## src/rtl/tc_timer_pkg.sv

```systemverilog
// tc_timer_pkg: shared constants and types for the memory-mapped countdown timer.
//   - register word offsets (addr[3:2] of the byte address)
//   - CTRL bit positions and mode codes
//   - FSM state encoding (also exported on the debug port)
package tc_timer_pkg;

  localparam logic [1:0] ADDR_CTRL   = 2'd0;
  localparam logic [1:0] ADDR_PRESET = 2'd1;
  localparam logic [1:0] ADDR_COUNT  = 2'd2;

  localparam int CTRL_EN      = 0;
  localparam int CTRL_MODE_LO = 1;
  localparam int CTRL_MODE_HI = 2;
  localparam int CTRL_IM      = 3;

  localparam logic [1:0] MODE_ONESHOT = 2'b00;
  localparam logic [1:0] MODE_RELOAD  = 2'b01;

  typedef enum logic [1:0] {
    ST_IDLE = 2'd0,
    ST_LOAD = 2'd1,
    ST_CNT  = 2'd2,
    ST_INT  = 2'd3
  } state_t;

endpackage

```

## src/rtl/tc_timer.sv

```systemverilog
// tc_timer: countdown timer with one-shot and auto-reload modes.
//
// Ports:
//   clk        in   rising-edge clock
//   reset      in   synchronous active-high reset
//   addr[1:0]  in   word offset: 0=CTRL, 1=PRESET, 2=COUNT (read-only), 3=reserved
//   we         in   write strobe
//   byteen[3:0]in   byte enables; only full-word writes (4'b1111) are accepted
//   din[31:0]  in   write data
//   dout[31:0] out  read data, combinational from addr (reserved reads 0)
//   irq        out  registered interrupt request = ctrl.im & irq_flag
//   state_dbg  out  current FSM state
//
// Bus handshake: there is no back-pressure. A write is a single-cycle strobe
// (we high with byteen==4'b1111) committed at the rising edge; reads are
// combinational and always valid.
module tc_timer
  import tc_timer_pkg::*;
#(
  parameter int          WIDTH          = 32,
  parameter logic [31:0] PRESET_DEFAULT = 32'd0
) (
  input  logic        clk,
  input  logic        reset,
  input  logic [1:0]  addr,
  input  logic        we,
  input  logic [3:0]  byteen,
  input  logic [31:0] din,
  output logic [31:0] dout,
  output logic        irq,
  output state_t      state_dbg
);

  state_t            state, state_nx;
  logic [3:0]        ctrl, ctrl_nx;
  logic [WIDTH-1:0]  preset, preset_nx;
  logic [WIDTH-1:0]  count, count_nx;
  logic              irq_flag, irq_flag_nx;

  logic wr_ok, wr_ctrl, wr_preset;
  logic en, reload;
  logic fsm_en_clr, fsm_flag_set, fsm_flag_clr;

  assign wr_ok     = we && (byteen == 4'b1111);
  assign wr_ctrl   = wr_ok && (addr == ADDR_CTRL);
  assign wr_preset = wr_ok && (addr == ADDR_PRESET);

  assign en     = ctrl[CTRL_EN];
  // Mode codes 1x fall back to one-shot.
  assign reload = (ctrl[CTRL_MODE_HI:CTRL_MODE_LO] == MODE_RELOAD);

  assign state_dbg = state;

  // Next-state / datapath control.
  always_comb begin
    state_nx     = state;
    count_nx     = count;
    fsm_en_clr   = 1'b0;
    fsm_flag_set = 1'b0;
    fsm_flag_clr = 1'b0;
    case (state)
      ST_IDLE: begin
        if (en) state_nx = ST_LOAD;
      end
      ST_LOAD: begin
        count_nx = preset;
        state_nx = ST_CNT;
      end
      ST_CNT: begin
        if (!en) begin
          state_nx = ST_IDLE;
        end else if (count <= WIDTH'(1)) begin
          // PRESET=0 lands here on the first CNT cycle, so it acts like 1.
          count_nx     = '0;
          fsm_flag_set = 1'b1;
          state_nx     = ST_INT;
        end else begin
          count_nx = count - WIDTH'(1);
        end
      end
      ST_INT: begin
        if (reload) fsm_flag_clr = 1'b1;
        else        fsm_en_clr   = 1'b1;
        state_nx = ST_IDLE;
      end
      default: state_nx = ST_IDLE;
    endcase
  end

  // Register file updates.
  always_comb begin
    ctrl_nx   = ctrl;
    preset_nx = preset;
    // The bus write wins over the FSM clearing en in the same cycle.
    if (wr_ctrl)         ctrl_nx = din[3:0];
    else if (fsm_en_clr) ctrl_nx[CTRL_EN] = 1'b0;

    if (wr_preset) preset_nx = din[WIDTH-1:0];

    // The flag is acknowledged by a PRESET write or by a CTRL write that
    // (re)launches the timer. CTRL writes with en=0 only change the mask,
    // so a pending interrupt survives masking and reappears on unmasking.
    // An expiry in the same cycle as any clear keeps the flag set.
    irq_flag_nx = irq_flag;
    if (fsm_flag_set)
      irq_flag_nx = 1'b1;
    else if (fsm_flag_clr || wr_preset || (wr_ctrl && din[CTRL_EN]))
      irq_flag_nx = 1'b0;
  end

  always_ff @(posedge clk) begin
    if (reset) begin
      state    <= ST_IDLE;
      ctrl     <= 4'd0;
      preset   <= PRESET_DEFAULT[WIDTH-1:0];
      count    <= '0;
      irq_flag <= 1'b0;
      irq      <= 1'b0;
    end else begin
      state    <= state_nx;
      ctrl     <= ctrl_nx;
      preset   <= preset_nx;
      count    <= count_nx;
      irq_flag <= irq_flag_nx;
      // Registered from next-state values so irq tracks im & irq_flag
      // without an extra cycle of delay.
      irq      <= ctrl_nx[CTRL_IM] & irq_flag_nx;
    end
  end

  // Read mux; narrower registers zero-extend.
  always_comb begin
    dout = 32'd0;
    case (addr)
      ADDR_CTRL:   dout[3:0]       = ctrl;
      ADDR_PRESET: dout[WIDTH-1:0] = preset;
      ADDR_COUNT:  dout[WIDTH-1:0] = count;
      default:     dout            = 32'd0;
    endcase
  end

endmodule

```

## config.mk

```make
export PLATFORM = sky130hd
export DESIGN_NAME = tc_timer
export DESIGN_NICKNAME = d
export VERILOG_FILES = /design/src/rtl/tc_timer_pkg.sv /design/src/rtl/tc_timer.sv
export SDC_FILE = /design/constraint.sdc
export NUM_CORES = 1
export LEC_CHECK = 0
export CAP_MARGIN = 15
export CORE_MARGIN = 5
export CORE_UTILIZATION = 53
export CTS_BUF_LIST = sky130_fd_sc_hd__clkbuf_16
export DETAILED_ROUTE_END_ITERATION = 7
export GPL_TIMING_DRIVEN = 0
export PLACE_DENSITY_LB_ADDON = 0.08
export SLEW_MARGIN = 20
export SYNTH_ARGS = -nofsm -noshare
export SYNTH_HDL_FRONTEND = slang
export SYNTH_SLANG_ARGS = --single-unit
export TNS_END_PERCENT = 1
```

## constraint.sdc

```tcl
create_clock -name clk -period 3.2 [get_ports clk]
set_input_delay 0.48 -clock clk [delete_from_list [all_inputs] [get_ports clk]]
set_output_delay 0.48 -clock clk [all_outputs]
set_load 0.01 [all_outputs]
```

==> results.json <==
{
  "status": "complete, no violations",
  "layout.filler_cells": 659,
  "grt_pass1_wl_um": 24200,
  "finalSetupViolations": 0,
  "die-width_um": 99.0,
  "number_of_synthesized_flops_with_an_enable_pin": 0,
  "number_of_hold_buffers_added_after_cts": 0,
  "fmax_ghz": 0.325,
  "setup.worst_path.start_class": "input pin",
  "synth_largest_type_area_fraction_pct": 34.3,
  "finalMaxSlewViolations": 0,
  "detailedPlace.worstSlack_ns": -0.155,
  "final_core_utilization_pct": 69.4,
  "clock_skew_ns": 0.00829,
  "cts_max_level": 3,
  "ant_nets": 0,
  "hold-worst-slack_ns": 0.487,
  "use_met1_pct": 41.9,
  "top_usage_layer": "met2",
  "rsz0062_at_grt": "no",
  "final.period_utilization_pct": 96.2,
  "fin_area_mm2": 0.00536,
  "syn-cell-area_mm2": 0.00420,
  "multi_input_gate_area_mm2": 0.00250,
  "asyncSetResetFlopFracSynth_pct": 0,
  "yosysSeqAreaShare_pct": 34.3,
  "timing.hold.worst.class": "flop to flop",
  "drt-wirelength-per-cell_um": 20.2,
  "area_delta_synth_final_pct": 27.7,
  "fin_setup_tns_ns": 0,
  "power.switching_fraction_pct": 25.1,
  "layoutNonFillerInstCount": 761,
  "cellInternalPower_mw": 1.50,
  "final.min_clock_period_ns": 3.08,
  "reg2reg_depth": 8,
  "net_count_of_the_mapped_netlist": 616,
  "io_buffer_count": 74,
  "dp_cells": 745,
  "globalRouteTotalUtil_pct": 31.2,
  "antenna_diode_count": 0,
  "average_size_of_a_mapped_cell_um2": 7.38,
  "clock_tree.buffer_depth": 2,
  "nets": 701,
  "p_comb_share_pct": 8.0,
  "p_leak_nw": 1.77,
  "power.density_cell_area_mw_per_mm2": 373,
  "critical_path.reg2reg.endpoint": "count[5]$_SDFFE_PP0P_",
  "grt_use_met2_pct": 47.7,
  "total_switching_power_mw": 0.501,
  "place_congestion": 0.942,
  "yosys_register_bits": 72,
  "initialDrtViolationCount": 529,
  "ys_flop_type": "dfxtp_1",
  "cts-buffers-inserted": 9,
  "globalRouteMet3Util_pct": 6.37,
  "initial_utilization_pct": 54.3,
  "dpl_cell_area_mm2": 0.00507,
  "layout-drive-gt1-share_pct": 6.22,
  "ir_worst_vdd_uv": 330,
  "hold_viol": 0,
  "synth.area.top_cells": "dfxtp_1, nand2_1, a21oi_1, o21ai_0, a22oi_1",
  "setup_slack_ns": 0.121,
  "worst_hold_path.num_cells": 2,
  "timing.hold.worst_endpoint": "preset[5]$_SDFFE_PP0P_",
  "ys.warnings.count": 0,
  "synth.cells.most_frequent": "nand2_1, dfxtp_1, a21oi_1",
  "netlist_instances": 569,
  "min_from": "preset[5]$_SDFFE_PP0P_",
  "detail_route.drc_violations": 0,
  "end_kind": "output pin",
  "wl_um": 15400,
  "detailroute.via_count": 4820,
  "floorplan.die_area_mm2": 0.00980,
  "crit_required_ns": 2.72,
  "fin_total_pwr_mw": 2.00,
  "clock_latency_late_sink_ns": 0.34,
  "antenna_violations_before_repair": 0,
  "synthDistinctLibCells": 50,
  "sequential_cell_area_mm2": 0.00144,
  "rrSetupSlack_ns": 0.21,
  "synth_area_leader_cell": "dfxtp_1",
  "grt-ovfl-total": 0,
  "clk_pin_slew_ns": 0.06,
  "hpwl_um": 11000,
  "power_frac_clock_pct": 46.8,
  "grt_start_max_net_pins": 14,
  "avgViaCountPerCell": 6.33,
  "p_seq_share_pct": 45.1,
  "worst-path-max-fanout": 10,
  "cp_data_arrival_time_ns": 2.60,
  "worst_setup_path_type": "input pin to output pin",
  "coreArea_mm2": 0.00773,
  "most_common_cell_in_the_synthesized_netlist": "nand2_1",
  "maxCapViolCount": 0,
  "cts_tree": "built",
  "detail_route.first_pass.iterations": 5,
  "die_h_um": 99.0,
  "max_slew_margin_pct": 34.2,
  "num_rows": 32,
  "crit-reg2reg-launch": "count[0]$_SDFFE_PP0P_",
  "clock-root-buffer": "clkbuf_16",
  "pin_count": 76,
  "cts_sinks": 72,
  "grt_pass1_vias": 4664,
  "timing_worst_slew_pin_value_ns": 0.982
}
## worst max-delay path by stage
stage,from,slack (ns),end,cells past startpoint
floorplan,count[18]$_SDFFE_PP0P_,0.79,count[27]$_SDFFE_PP0P_,7
global placement,addr[1],-0.15,dout[17],8
detailed placement,addr[1],-0.16,dout[17],8
CTS,addr[0],0.04,dout[17],6
global route,addr[1],0.003,dout[17],8
finish,addr[1],0.12,dout[17],8
## power by group through the flow
| stage | registers (mW) | clock network (mW) | logic, mW |
|---|---|---|---|
| after global placement | 0.922 | 0 | 0.151 |
| after detailed placement | 0.922 | 0 | 0.152 |
| after floorplan | 0.921 | 0 | 0.0679 |
| after CTS | 0.902 | 0.929 | 0.155 |
| final | 0.902 | 0.937 | 0.160 |
| after global routing | 0.902 | 0.980 | 0.170 |
## per-layer routing
layer | vias to the layer above | share of wire, %
li1 | 2248 | -
met1 | 2228 | 41
met2 | 286 | 44
met3 | 58 | 10
met4 | 0 | 4.0
met5 | - | 0
## cells in the final DEF, fill, tap and decap left out, types with 3 or more instances in the layout
cell type | Yosys | routed
o21a_1 | 4 | 4
nor4_1 | 14 | 14
xnor2_1 | 3 | 3
or4_1 | 6 | 6
clkbuf_4 | 0 | 4
a222oi_1 | 4 | 4
nand2_1 | 95 | 95
nor2b_1 | 29 | 29
a22oi_1 | 28 | 28
a211oi_1 | 26 | 26
dfxtp_1 | 72 | 72
a21bo_2 | 3 | 3
o41ai_1 | 4 | 4
inv_1 | 16 | 16
clkbuf_16 | 0 | 9
buf_2 | 3 | 3
o21ai_0 | 47 | 47
ha_1 | 6 | 5
o31ai_1 | 5 | 5
clkbuf_2 | 0 | 4
nor2_1 | 22 | 22
nand2b_1 | 7 | 7
clkinv_2 | 0 | 3
a221oi_1 | 6 | 6
clkdlybuf4s50_1 | 0 | 74
or2_2 | 4 | 4
nand4_1 | 7 | 7
or3_1 | 4 | 4
a21oi_1 | 60 | 60
nand3_1 | 10 | 10
nor3_1 | 9 | 9
clkbuf_1 | 45 | 37
o31a_1 | 3 | 3
## cells by family after synthesis
family | share of synthesized area [%]
AOI/OAI and AO/OA | 30.3
xor gates and xnor gates | 1.04
adders and majority gates | 1.79
buffers and inverters | 6.26
DFF | 34.3
muxes | 0.507
and+or+nand+nor | 25.7
## worst max-delay path: stages
cell             delay (ns)
clkdlybuf4s50_1        0.45
inv_1                  0.10
ha_1                   0.14
clkbuf_1               0.26
clkbuf_4               0.32
a22oi_1                0.09
nor2b_1                0.19
clkdlybuf4s50_1        0.57
## area by class of cell
type | instances | area share [%]
Multi-Input combinational cell | 430 | 46.6
Sequential cell | 72 | 26.9
Timing Repair Buffer | 74 | 13.8
Clock buffer | 9 | 4.20
Buffer | 51 | 4.15
Tap cell | 102 | 2.38
Inverter | 16 | 1.12
Clock inverter | 7 | 0.887
## flip-flops by register name (all words and copies together) (netlist names)
register / cells
count: 32
ctrl: 4
irq: 1
irq_flag: 1
preset: 32
state_dbg: 2
## what timing repair did
item / 4_1_cts / 5_1_grt
endpoints found under the setup margin: 30 / 11
pin swaps: 0 / 0
buffers inserted: 0 / 0
resized for setup: 8 / 9
No activity file was read; power rests on OpenSTA's default activity.
